**config.mk**
```make
export PLATFORM = sky130hd
export DESIGN_NAME = alu_cntrl_pipe
export DESIGN_NICKNAME = d
export VERILOG_FILES = /design/src/rtl/alu_cntrl_pipe.sv
export SDC_FILE = /design/constraint.sdc
export NUM_CORES = 1
export LEC_CHECK = 0
export ABC_AREA = 1
export CAP_MARGIN = 20
export CORE_MARGIN = 2
export CORE_UTILIZATION = 43
export DETAILED_ROUTE_END_ITERATION = 7
export GPL_ROUTABILITY_DRIVEN = 1
export PLACE_DENSITY = 0.84
export SYNTH_ARGS = -nofsm -noshare
export SYNTH_HDL_FRONTEND = slang
export SYNTH_SLANG_ARGS = --single-unit
```
**constraint.sdc**
```tcl
create_clock -name in_clk -period 1.2 [get_ports in_clk]
set_input_delay 0.12 -clock in_clk [delete_from_list [all_inputs] [get_ports in_clk]]
set_output_delay 0.12 -clock in_clk [all_outputs]
set_load 0.01 [all_outputs]
```
**src/rtl/alu_cntrl_pipe.sv**
```systemverilog
// ALU control decode stage: function code -> (class, sub-op) with a one-entry output
// register, multi-cycle mul/div issue blocking and a saturating illegal-code counter.
module alu_cntrl_pipe #(
  parameter int unsigned FUNC_W  = 4,
  parameter int unsigned MUL_LAT = 3,
  parameter int unsigned DIV_LAT = 8,
  parameter int unsigned CNT_W   = 8
) (
  input  logic              in_clk,
  input  logic              in_rst,
  input  logic              in_valid,
  input  logic [FUNC_W-1:0] in_func,
  input  logic              in_ready,
  output logic              out_ready,
  output logic              out_valid,
  output logic [1:0]        out_fc2,
  output logic [3:0]        out_fc4,
  output logic              out_illegal,
  output logic              out_busy,
  output logic [CNT_W-1:0]  out_illegal_cnt
);

  localparam int unsigned MAX_LAT = (MUL_LAT > DIV_LAT) ? MUL_LAT : DIV_LAT;
  localparam int unsigned BUSY_W  = (MAX_LAT > 1) ? $clog2(MAX_LAT) : 1;
  localparam logic [BUSY_W-1:0] MUL_LOAD = BUSY_W'(MUL_LAT - 1);
  localparam logic [BUSY_W-1:0] DIV_LOAD = BUSY_W'(DIV_LAT - 1);
  localparam logic [CNT_W-1:0]  CNT_MAX  = '1;

  logic              r_valid;
  logic [1:0]        r_fc2;
  logic [3:0]        r_fc4;
  logic              r_illegal;
  logic [BUSY_W-1:0] r_busy_cnt;
  logic [CNT_W-1:0]  r_ill_cnt;

  logic       w_busy;
  logic       w_accept;
  logic       w_is_mul;
  logic       w_is_div;
  logic [3:0] w_code;
  logic [1:0] w_fc2;
  logic [3:0] w_fc4;
  logic       w_illegal;

  assign w_busy   = (r_busy_cnt != '0);
  assign w_accept = in_valid & out_ready;
  assign w_is_mul = (in_func == FUNC_W'(4));
  assign w_is_div = (in_func == FUNC_W'(5));
  assign w_code   = in_func[3:0];

  // Function-code decode; anything at or above 15 (any width) is illegal.
  always_comb begin
    w_fc2     = 2'b11;
    w_fc4     = 4'b0000;
    w_illegal = 1'b1;
    if (in_func < FUNC_W'(15)) begin
      w_illegal = 1'b0;
      case (w_code)
        4'd0:    begin w_fc2 = 2'b00; w_fc4 = 4'b0000; end
        4'd1:    begin w_fc2 = 2'b00; w_fc4 = 4'b0001; end
        4'd2:    begin w_fc2 = 2'b00; w_fc4 = 4'b0010; end
        4'd3:    begin w_fc2 = 2'b00; w_fc4 = 4'b0011; end
        4'd4:    begin w_fc2 = 2'b00; w_fc4 = 4'b0100; end
        4'd5:    begin w_fc2 = 2'b00; w_fc4 = 4'b0101; end
        4'd6:    begin w_fc2 = 2'b00; w_fc4 = 4'b1000; end
        4'd7:    begin w_fc2 = 2'b00; w_fc4 = 4'b1001; end
        4'd8:    begin w_fc2 = 2'b00; w_fc4 = 4'b1010; end
        4'd9:    begin w_fc2 = 2'b00; w_fc4 = 4'b1011; end
        4'd10:   begin w_fc2 = 2'b01; w_fc4 = 4'b0000; end
        4'd11:   begin w_fc2 = 2'b01; w_fc4 = 4'b0001; end
        4'd12:   begin w_fc2 = 2'b10; w_fc4 = 4'b0000; end
        4'd13:   begin w_fc2 = 2'b10; w_fc4 = 4'b0001; end
        4'd14:   begin w_fc2 = 2'b10; w_fc4 = 4'b0010; end
        default: begin w_fc2 = 2'b11; w_fc4 = 4'b0000; w_illegal = 1'b1; end
      endcase
    end
  end

  // Output register, busy countdown and illegal counter.
  always_ff @(posedge in_clk) begin
    if (in_rst) begin
      r_valid    <= 1'b0;
      r_fc2      <= 2'b00;
      r_fc4      <= 4'b0000;
      r_illegal  <= 1'b0;
      r_busy_cnt <= '0;
      r_ill_cnt  <= '0;
    end else begin
      if (w_accept) begin
        r_valid   <= 1'b1;
        r_fc2     <= w_fc2;
        r_fc4     <= w_fc4;
        r_illegal <= w_illegal;
      end else if (in_ready) begin
        r_valid <= 1'b0;
      end

      // Accept is only possible with the counter at zero, so load never races decrement.
      if (w_accept && w_is_mul) begin
        r_busy_cnt <= MUL_LOAD;
      end else if (w_accept && w_is_div) begin
        r_busy_cnt <= DIV_LOAD;
      end else if (w_busy) begin
        r_busy_cnt <= r_busy_cnt - BUSY_W'(1);
      end

      if (w_accept && w_illegal && (r_ill_cnt != CNT_MAX)) begin
        r_ill_cnt <= r_ill_cnt + CNT_W'(1);
      end
    end
  end

  assign out_ready       = (~r_valid | in_ready) & ~w_busy;
  assign out_valid       = r_valid;
  assign out_fc2         = r_fc2;
  assign out_fc4         = r_fc4;
  assign out_illegal     = r_illegal;
  assign out_busy        = w_busy;
  assign out_illegal_cnt = r_ill_cnt;

endmodule
```
## Yosys cells after proc, flatten, opt, wreduce, memory -nomap -nowiden

Cells that the tools add are included.
W data, S select, Z words.

- Flip-flop bits (word level): 19
- Bits of input ports: 8
- Word-level logic and storage cells: 57
- Output and inout port bits: 18

- $add $sub $neg: 2
- Eq/ne operators: 15
- Magnitude comparators: 1
- Reductions and logical operators: 16
- Multiplexer cells: 11
- Bitwise operators: 5

Operator list:

| cell | number |
|---|---|
| $pmux W4 S9 | 1 |
| $eq A4 B4 Y1 const B | 7 |
| $eq A4 B3 Y1 const B | 4 |
| $reduce_or A15 Y1 | 1 |
| $reduce_or A10 Y1 | 1 |
| $add A8 B1 Y8 const B | 1 |
| $eq A4 B2 Y1 const B | 2 |
| $ne A8 B8 Y1 const B | 1 |
| $mux W3 | 2 |
| $pmux W2 S3 | 1 |
| $reduce_bool A3 Y1 | 2 |
| $reduce_or A2 Y1 | 3 |
| $reduce_or A3 Y1 | 2 |
| $eq A4 B1 Y1 const B | 1 |
| $logic_and A1 B1 Y1 | 4 |
| $logic_not A4 Y1 | 1 |
| $lt A4 B4 Y1 const B | 1 |
| $mux W1 | 4 |
| $mux W2 | 2 |
| $mux W4 | 1 |
| $reduce_bool A2 Y1 | 2 |
| $sub A3 B1 Y3 const B | 1 |
| $and A1 B1 Y1 | 2 |
| $not A1 Y1 | 2 |
| $or A1 B1 Y1 | 1 |

## Longest topological paths before layout

Gate-level depths: netlist of the first run.

- Depth after elaboration: 7
- Depth in mapped cells: 11

## Least setup slack after synthesis of the first run

Ideal clock, no wire load.

- Path kind: flip-flop to flip-flop
- Start point: reg r_ill_cnt[1], in the netlist out_illegal_cnt[1]
- End point: reg r_ill_cnt[0], in the netlist out_illegal_cnt[0]
- Cell stages (with the launch flop): 7
- Required time: 1.087 ns
- Path buffers: 0
- Clock period less this slack: 1.355 ns
- Setup time: 0.113 ns
- Path slack: -0.155 ns
- Arrival: 1.241 ns
- Path through: dfxtp_1 > ha_1 > nand2_2 > nor3_1 > nor2_4 > nor2_1 > nor2_1

- Cells in the longest elaborated chain, start to end: 2

RTL lines:

| element | line | RTL |
|---|---|---|
| from (decl) | 34 | `logic [CNT_W-1:0] r_ill_cnt;` |
| from (signal assigned) | 108 | `r_ill_cnt <= r_ill_cnt + CNT_W'(1);` |
| $ne A8 B8 Y1 | 107 | `if (w_accept && w_illegal && (r_ill_cnt != CNT_MAX)) begin` |
| $logic_and A1 B1 Y1 | 107 |  |

Every way passes these cells.
A chain may end at the register's enable or synchronous reset.

## Worst setup path after layout of the first run

- Start point: reg r_busy_cnt[1]
- End point: reg r_fc2[1], in the netlist out_fc2[1]

- Cells in the longest elaborated chain, start to end: 4

RTL lines:

| element | line | RTL |
|---|---|---|
| from (decl) | 33 | `logic [BUSY_W-1:0] r_busy_cnt;` |
| from (signal assigned) | 104 | `r_busy_cnt <= r_busy_cnt - BUSY_W'(1);` |
| $reduce_bool A3 Y1 | 45 | `assign w_busy = (r_busy_cnt != '0);` |
| $not A1 Y1 | 113 | `assign out_ready = (~r_valid \| in_ready) & ~w_busy;` |
| $and A1 B1 Y1 | 113 |  |
| $and A1 B1 Y1 | 46 | `assign w_accept = in_valid & out_ready;` |
| to (signal assigned) | 91 | `r_fc2 <= w_fc2;` |
| to (decl) | 30 | `logic [1:0] r_fc2;` |

Every way passes these cells.

==> results.rst, run 1 <==
.. list-table::
   :header-rows: 1

   * - Metric
     - Value
   * - Final count of hold timing violations
     - 0
   * - Min setup slack post-route
     - -0.2461 ns
   * - Number of buffers created by CTS
     - 3
   * - Register area share after synthesis
     - 0.3632
   * - # setup viols final
     - 19
   * - Minimum period implied by the final worst setup slack
     - ~1.4 ns
   * - Total cell area at the placement stage
     - around 1500 um^2
   * - Routed Antenna Nets
     - 0
   * - Area fraction of the dominant cell type after synthesis
     - 0.3632
   * - Clock slew at the register clock pins of the worst setup and hold paths
     - between 0.1 and 0.15 ns
   * - CP Max Fanout
     - 5
   * - Detailed-route wire length
     - 3.721 mm
   * - Critical-path cell with the highest stage delay
     - sky130_fd_sc_hd__dfxtp_2
   * - Number of global-route vias before repair
     - 1220
   * - Worst hold-check path type
     - reg -> reg
   * - Slowest stage delay, CP
     - about 0.34 ns
   * - Final weighted congestion of routability-driven global placement
     - between 0.8 and 0.9
   * - First-pass GRT wire length
     - 5.878 mm
   * - Overall die area
     - ~2800 um^2
   * - Leak pwr
     - between 0.7 and 0.8 nW
   * - Async set or reset register ratio after synthesis
     - 0
   * - Setup repair after global routing missed its margin
     - true
   * - Ordered list of cells on the worst path
     - inv_2 -> ha_4 -> inv_2 -> nor2_4 -> nand3_4 -> buf_12 -> clkinv_8 -> buf_6 -> buf_4 -> a21oi_2
   * - Worst path arrival time
     - 1.66 ns
   * - Layout cell share with drive strength beyond 1
     - 0.4138
   * - Final max-slew violation count
     - 0
   * - Worst R2R Path Depth
     - 10
   * - H-tree lvl count
     - 1
   * - Master cell of the clock root buffer
     - sky130_fd_sc_hd__clkbuf_4
   * - Post-detail-place hpwl
     - between 2 and 2.5 mm
   * - Site Rows
     - 17
   * - Net Count, Synth
     - between 150 and 200
   * - Flop and latch count out of synthesis
     - 19
   * - Post-route clock skew
     - about 0.00066 ns
   * - Number of design rule violations left after detail routing
     - 0
   * - Quantity of hold-fixing buffers added after cts
     - 0
   * - Synthesized area
     - about 1000 um^2
   * - Final Instance Count excl. Fillers
     - approximately 230
   * - Sinks on Clock Net
     - 19
   * - Run status
     - finished with violations
   * - Met3 track demand over resource in global routing
     - 0.01977
   * - Height of the chip
     - around 53 um
   * - Global-route usage over all layers
     - 0.2960
   * - Element type at the critical path end
     - flip-flop
   * - Setup crit start kind
     - flip-flop
   * - I/O Buffers
     - 25
   * - Vias after detailed routing
     - between 1000 and 1500
   * - Count of fill cells added during filler insertion
     - 144
   * - Overall die width
     - approximately 53 um
   * - Slew at the pin with the worst max-slew slack
     - roughly 0.25 ns
   * - Max cap viols
     - 0
   * - Category of the most critical setup path
     - reg -> reg
   * - Number of synthesized flops with an enable pin
     - 0
   * - PwrDens
     - between 1000 and 1500 nW/um^2
   * - Data required time of the worst path
     - 1.41 ns
   * - CTS tree
     - done
   * - Maximum operating frequency
     - 691.5 MHz
   * - Worst ir drop on vdd
     - roughly 0.0014 V
   * - Worst slew margin relative to its limit
     - 0.8306
   * - Violations in the final reports
     - setup timing
   * - Commonest register cell after synthesis
     - sky130_fd_sc_hd__dfxtp_1
   * - Pin count of the biggest net entering global routing
     - 11
   * - Synthesized netlist cell count
     - 149
   * - CP most frequent cell
     - sky130_fd_sc_hd__inv_2
   * - M1 GR Usage
     - 0.3517
   * - Initial standard-cell utilization of the core
     - 0.4645
   * - GRT busiest layer
     - met2
   * - Core Footprint
     - 2255 um^2
   * - First-pass iteration count of the detailed router
     - 4
   * - Initial DRC Count
     - 54
   * - Grt ovf
     - 0
   * - Period Utilization, post-route
     - 1.205
   * - Number of nets in the final layout
     - about 220
   * - Cell accounting for the most synthesized area
     - sky130_fd_sc_hd__dfxtp_1
   * - Synth-to-layout area growth
     - 68.46%
   * - Via count normalized by instance count
     - 5.411
   * - Routing usage on met2
     - 0.5309
   * - I/O pins
     - 26
   * - Clk_lat worst skew
     - about 0.30 ns
   * - Cell count of the worst hold path
     - 2
   * - Clock tree buffer depth
     - 2
   * - Number of distinct standard cells referenced by the synthesized netlist
     - 24
   * - Antenna violations before repair
     - 0
   * - Yosys synthesis warning count
     - 0
   * - Largest cells by area after synthesis
     - sky130_fd_sc_hd__dfxtp_1, sky130_fd_sc_hd__nand2_1, sky130_fd_sc_hd__a21oi_1
   * - Post-Synthesis Mean Instance Area
     - about 7 um^2
   * - Final non-filler cell area
     - about 1800 um^2
   * - Post-placement cell count
     - 222
   * - WL per Instance
     - between 15 and 20 um
   * - Ant. Diodes
     - 0
   * - Dpl ws
     - -0.2917 ns
==> final cells by class <==
| type | count | area (um^2) | share of cell area |
|---|---|---|---|
| clock buffers | 4 | 26.28 | 0.01489 |
| inverters | 18 | 80.08 | 0.04539 |
| repair buffers | 52 | 470.5 | 0.2667 |
| flip-flops and latches | 19 | 399.1 | 0.2262 |
| multi-input cells | 110 | 753.2 | 0.4270 |
| well taps | 28 | 35.03 | 0.01986 |
==> power by group <==
group | switching, mW | internal (mW)
sequential | 0.0705 | 0.724
combinational | 0.720 | 0.704
clock | 0.214 | 0.130
==> path summary, 6_finish.rpt <==
path                                     from          to  slack [ns]
worst max-delay path            r_busy_cnt[1]  out_fc2[1]       -0.25
worst min-delay path               out_fc4[1]  out_fc4[1]        0.49
worst max register to register  r_busy_cnt[1]  out_fc2[1]       -0.25
worst min register to register     out_fc4[1]  out_fc4[1]        0.49
==> cells in the final DEF (no fill, tap or decap), drive strengths merged <==
master          n
and2            1
dlygate4sd2    13
nand4           2
ha              3
dfxtp          19
o21ai           9
clkdlybuf4s50   7
dlymetal6s2s    1
nand3b          1
clkinv          1
buf            29
nand2          41
o21a            1
inv            17
nor2           21
clkdlybuf4s15   2
clkbuf          4
a21oi          16
nor3            2
xor2            3
nand3          10
==> critical path, delay by kind of cell, from the launching register on <==
kind / cells / cell delay, ns
flip-flops: 1 / 0.34
adder cells (fa/ha/maj): 1 / 0.16
buffers and inverters: 6 / 0.56
AND/OR/NAND/NOR: 2 / 0.25
AO/OA/AOI/OAI: 1 / 0.05
==> cell usage after synthesis, drive strengths merged (2+ instances only) <==
cell and instances:
nor3 2, a21oi 16, xor2 3, nor2 21, nand2 41, o21ai 9
nand4 2, dfxtp 19, nand3 10, ha 3, inv 17
==> layer usage <==
metal / vias up / wire length [um]
li1: 586 / -
met1: 580 / 1499
met2: 69 / 1895
met3: 15 / 212
met4: 0 / 114
met5: - / 0
==> repair_timing <==
action,4_1_cts,5_1_grt
endpoints found under the setup margin,36,22
resized for setup,60,11
buffers inserted,3,2
gates cloned,1,0
pin swaps,12,7
endpoints found under the hold margin,0,0
==> stage by stage <==
| step | utilization | total power [mW] | setup TNS, ns | hold slack [ns] |
|---|---|---|---|---|
| finish | 0.7825 | 2.564 | -3.551 | 0.4858 |
| CTS | 0.7719 | 2.430 | -2.517 | 0.4850 |
| global route | 0.7825 | 2.680 | -4.785 | 0.5077 |
| global placement | 0.6865 | 1.817 | -3.702 | 0.4500 |
| floorplan | - | 1.373 | -0.1771 | 0.1891 |
| detailed placement | 0.6865 | 1.870 | -4.496 | 0.4645 |
==> state kept, by name, summed over array words and instances (netlist names) <==
| name | count |
|---|---|
| out_fc2 | 2 |
| out_valid | 1 |
| out_illegal_cnt | 8 |
| out_illegal | 1 |
| r_busy_cnt | 3 |
| out_fc4 | 4 |
==> logic make-up after synthesis <==
group,count (synthesis),synth area share
buffers and inverters,20,0.08004
AOI/OAI and AO/OA,26,0.1266
xor gates and xnor gates,3,0.02509
adders and majority gates,3,0.03585
and+or+nand+nor,78,0.3692
DFF,19,0.3632
Note: power is estimated with default switching activity, not from simulation.
==> run 2: changes to the inputs <==
ABC_CLOCK_PERIOD_IN_PS = 1200   (was not set)
==> results of run 2 <==
The final DEF is identical to that of run 1; final timing and power are the same.
==> run 3: changes to the inputs <==
SLEW_MARGIN = 20   (was not set)
==> results of run 3 <==
The final DEF is identical to that of run 1; final timing and power are the same.
==> RTL change 1: new RTL, config.mk and constraints of run 3 <==
Change the parameter `DIV_LAT` from 8 to 4.
--- a/src/rtl/alu_cntrl_pipe.sv
+++ b/src/rtl/alu_cntrl_pipe.sv
@@ -3,7 +3,7 @@
 module alu_cntrl_pipe #(
   parameter int unsigned FUNC_W  = 4,
   parameter int unsigned MUL_LAT = 3,
-  parameter int unsigned DIV_LAT = 8,
+  parameter int unsigned DIV_LAT = 4,
   parameter int unsigned CNT_W   = 8
 ) (
   input  logic              in_clk,
Formal check against the unedited RTL: not equivalent (Yosys sat finds a counterexample within 10 cycles, from zero or initial values and one cycle with in_rst high).
==> RTL change 1 against run 3 <==
- critical path type unchanged
- area after synthesis down 3.3%
- first-iteration DRC count down 59%
- design area fell by 7.5%
- the flow still finishes with violations (setup timing)
- global-route usage shrank 6.3 points
- wire length down 18%
- total power shrank 9.0%
- sequential cell count down 1
- worst setup slack improved by 78 ps
- largest cell class unchanged
- critical path depth down 1
==> RTL change 1: results (changes against run 3) <==
- Status: finished with violations (unchanged)
- Failing checks: setup timing (unchanged)
- Placed cell count: 217 (was 222)
- Setup Viol. Count Final: 19 (unchanged)
- Wire per inst: 13.5 um (was 16.1 um)
- Share of cells above drive strength 1: 39.4% (was 41.4%)
- Synth top area cells: dfxtp_1 (36%), nand2_1 (15%), nor2_1 (7.0%) (was dfxtp_1 (36%), nand2_1 (13%), a21oi_1 (7.6%))
- Worst setup margin: -169 ps (was -246 ps)
- Hpwl dp: 1.93 mm (was 2.07 mm)
- Global-route wire length before repair: 4.74 mm (was 5.88 mm)
- Worst slack, placed: -343 ps (was -292 ps)
- LEAKAGE: 0.762 nW (was 0.797 nW)
- Post-synthesis cell type count: 25 (was 24)
- Via Count: 1174 (was 1250)
- Post-CTS Setup Repair Bufs: 4 (was 3)
- Post-Route M1 WL: 1.26 mm (was 1.50 mm)
- Maximum VDD drop: 0.00194 V (was 0.00141 V)
- Largest net degree at the start of global routing: 12 (was 11)
- Synth cell count leaders: nand2_1 (40), nor2_1 (19), dfxtp_1 (18), inv_1 (18), a21oi_1 (11) (was nand2_1 (36), dfxtp_1 (19), a21oi_1 (16), inv_1 (16), nor2_1 (15))
- CP arrival: 1580 ps (was 1660 ps)
- Relative slew margins: 82.0% (was 83.1%)
- Vias in the first global route: 1136 (was 1220)
- Int Pwr: 1.46 mW (was 1.56 mW)
- Met3 Usage GRT: 2.57% (was 1.98%)
- Post-CTS sizing: 52 (was 60)
- Met1 Usage GRT: 26.6% (was 35.2%)
[RTL change 1: cell families (layout without fill, tap and decap cells)]
logic type / count (synthesis) / in the layout / synth area share [%]
simple gates: 83 / 83 / 38.9
buf+inv: 25 / 75 / 11.1
compound gates: 18 / 18 / 10.1
flops: 18 / 18 / 35.6
fa+ha+maj: 2 / 2 / 2.47
xor+xnor: 2 / 2 / 1.73
[RTL change 1: area by class of cell]
| type | count | area (um2) |
|---|---|---|
| timing repair buffer | 51 | 453 |
| fill | 159 | 581 |
| inverter | 21 | 86.3 |
| clock buffer | 3 | 22.5 |
| multi-input combinational | 105 | 661 |
| sequential | 18 | 374 |
| tap | 28 | 35.0 |
[RTL change 1: power groups by stage]
stage                     sequential, mW  clock (mW)  combinational [mW]
after detailed placement           0.742           0               0.973
after global routing               0.734       0.328                1.40
after global placement             0.739           0               0.939
after CTS                          0.726       0.302                1.14
final                              0.728       0.307                1.30
after floorplan                    0.760           0               0.544
[RTL change 1: worst max-delay path, stage by stage, from the launching register on]
cell,delay [ps]
dfxtp_2,340
inv_2,60
ha_4,150
buf_6,100
nand3_4,120
nor2_4,180
buf_12,130
nand4_1,70
nand2_1,90
nor2_1,50
[RTL change 1: how the worst min path moves through the flow]
| stage | startpoint | to | slack [ps] | cells after the start |
|---|---|---|---|---|
| after floorplan | in_rst | out_fc2[0] | 280 | 2 |
| after global placement | out_fc2[0] | out_fc2[0] | 450 | 1 |
| after detailed placement | out_fc2[0] | out_fc2[0] | 460 | 1 |
| after CTS | out_fc2[0] | out_fc2[0] | 480 | 1 |
| after global routing | out_fc4[1] | out_fc4[1] | 490 | 2 |
| final | out_fc2[0] | out_fc2[0] | 470 | 1 |
==> RTL change 2: new RTL, config.mk and constraints of run 3 <==
Without the edit above. Put one more register stage on the output `out_illegal_cnt`, cleared by the reset. The value now appears one clock later. The other outputs are not delayed to match.
--- a/src/rtl/alu_cntrl_pipe.sv
+++ b/src/rtl/alu_cntrl_pipe.sv
@@ -116,6 +116,12 @@
   assign out_fc4         = r_fc4;
   assign out_illegal     = r_illegal;
   assign out_busy        = w_busy;
-  assign out_illegal_cnt = r_ill_cnt;
+  always_ff @(posedge in_clk) begin
+    if (in_rst) begin
+      out_illegal_cnt <= '0;
+    end else begin
+      out_illegal_cnt <= r_ill_cnt;
+    end
+  end
 
 endmodule
Behaviour: not the same (Yosys sat finds a counterexample within 4 cycles, from zero or initial values and one cycle with in_rst high).
==> RTL change 2 against run 3 <==
- critical path type unchanged
- final cell count grew 10%
- wire length shrank 23%
- total power rose by 9.5%
- design area up 4.3%
- worst setup slack improved by 77 ps
- clock skew is 5.9 ps higher
- the flow still finishes with violations (setup timing)
- sequential cell count rose by 8
- area after synthesis up 19%
- sequential power increased by 33%
- hold slack worse by 10 ps
- non-clock buffer count up 3
==> RTL change 2: results (changes against run 3) <==
- Global-route wire length before repair: 5.05 mm (was 5.88 mm)
- Buffers on Ports: 25 (unchanged)
- Detailed Route Iter0 Violations: 29 (was 54)
- Final net count: 235 (was 215)
- # diodes: 0 (unchanged)
- DR pass1 iterations: 4 (unchanged)
- Met3 routed WL: 90 um (was 212 um)
- Fill count: 230 (was 144)
- Post-route clock skew: 6.60 ps (was 0.658 ps)
- Clock slew at reported path FFs: 140 ps (was 110 ps)
- Worst slack, placed: -265 ps (was -292 ps)
- CTS root buffer: clkbuf_4 (unchanged)
- RePlAce Congestion: 0.848 (was 0.806)
- Max FO, Critical Path: 8 (was 5)
- Average vias per placed instance: 4.93 (was 5.41)
- Sequential area share after synthesis: 43.2% (was 36.3%)
- Total of warnings raised by yosys: 0 (unchanged)
- H-Tree Depth: 1 (unchanged)
- Setup Viol. Count Final: 20 (was 19)
- Post-synthesis cell type count: 24 (unchanged)
- Met3 Usage GRT: 2.23% (was 1.98%)
- Status: finished with violations (unchanged)
- Maximum VDD drop: 0.00143 V (was 0.00141 V)
- Hold_buf cts: 0 (unchanged)
- Share of cells above drive strength 1: 30.5% (was 41.4%)
- Hpwl dp: 2.12 mm (was 2.07 mm)
- CP arrival: 1630 ps (was 1660 ps)
- Post-Route M1 WL: 1.32 mm (was 1.50 mm)
- Largest net degree at the start of global routing: 16 (was 11)
- Remaining Overflow, GRT: 0 (unchanged)
- Worst setup margin: -169 ps (was -246 ps)
- Synth Flop Type: dfxtp_1 (unchanged)
- Max layer used: met4 (unchanged)
- Syn_nets: 177 (was 160)
- Initial antenna violation count: 0 (unchanged)
- Wire per inst: 11.3 um (was 16.1 um)
- Failing checks: setup timing (unchanged)
- Met1 Usage GRT: 24.9% (was 35.2%)
- M2 GR Usage: 32.6% (was 53.1%)
- Routed met2 length: 1.40 mm (was 1.90 mm)
- Num CTS Buffers: 3 (unchanged)
- LEAKAGE: 0.889 nW (was 0.797 nW)
- Clock Latency Late Sink: 320 ps (was 300 ps)
- Synth top area cells: dfxtp_1 (43%), nand2_1 (12%), inv_1 (6.3%) (was dfxtp_1 (36%), nand2_1 (13%), a21oi_1 (7.6%))
- Vias in the first global route: 1213 (was 1220)
- FFs w/ async S/R, synth: 0% (unchanged)
- Total track usage: 19.3% (was 29.6%)
- Max Root-Sink Buffers: 2 (unchanged)
- Synth cell count leaders: nand2_1 (41), dfxtp_1 (27), inv_1 (21) (was nand2_1 (36), dfxtp_1 (19), a21oi_1 (16), inv_1 (16), nor2_1 (15))
- Relative slew margins: 85.9% (was 83.1%)
- Worst hold-check path type: reg -> reg (unchanged)
[RTL change 2: cell families (layout without fill, tap and decap cells)]
logic type	Yosys count	count (layout)	synth area share (%)
adders and majority gates	3	3	3.00
DFF	27	27	43.2
AOI/OAI and AO/OA	26	26	11.6
buffers and inverters	25	82	7.50
xor gates and xnor gates	3	3	2.10
and+or+nand+nor	82	82	32.6
[RTL change 2: metrics by stage]
step                instances  setup TNS [ps]  total power [mW]  instance area, um2  hold slack (ps)
detailed placement        248           -3840              2.30                1770              455
CTS                       254           -1920              2.75                1820              477
floorplan                 166            -586              1.71                1270              182
global route              254           -3630              3.01                1840              497
finish                    254           -2080              2.81                1840              476
global placement          248           -3250              2.26                1770              453
[RTL change 2: path summary, 6_finish.rpt]
path,startpoint,to,slack (ps),cells past startpoint
min reg2reg,out_fc4[2],out_fc4[2],480,2
min,out_fc4[2],out_fc4[2],480,2
max,r_busy_cnt[0],r_busy_cnt[2],-170,8
max reg2reg,r_busy_cnt[0],r_busy_cnt[2],-170,8
[RTL change 2: cell type report]
class                   count  area (um2)  area share, %
multi-input cells         114         677           36.8
inverters                  23        91.3           4.96
flip-flops and latches     27         544           29.6
clock buffers               4        26.3           1.43
repair buffers             55         463           25.2
well taps                  31        38.8           2.11
[RTL change 2: critical path: stages (launching register included)]
cell	delay, ps
dfxtp_2	340
inv_2	70
ha_4	160
inv_4	40
nor2_4	100
nand3_4	120
inv_4	120
nand4_2	150
a21oi_1	190
[RTL change 2: where the power goes]
part	switching, mW	internal [mW]
Clock	0.255	0.130
Sequential	0.0515	1.00
Combinational	0.669	0.697
[RTL change 2: repair_timing]
| item | CTS | global route |
|---|---|---|
| setup endpoints to repair | 36 | 21 |
| buffers inserted | 3 | 0 |
| resized for setup | 37 | 7 |
| pin swaps | 11 | 3 |
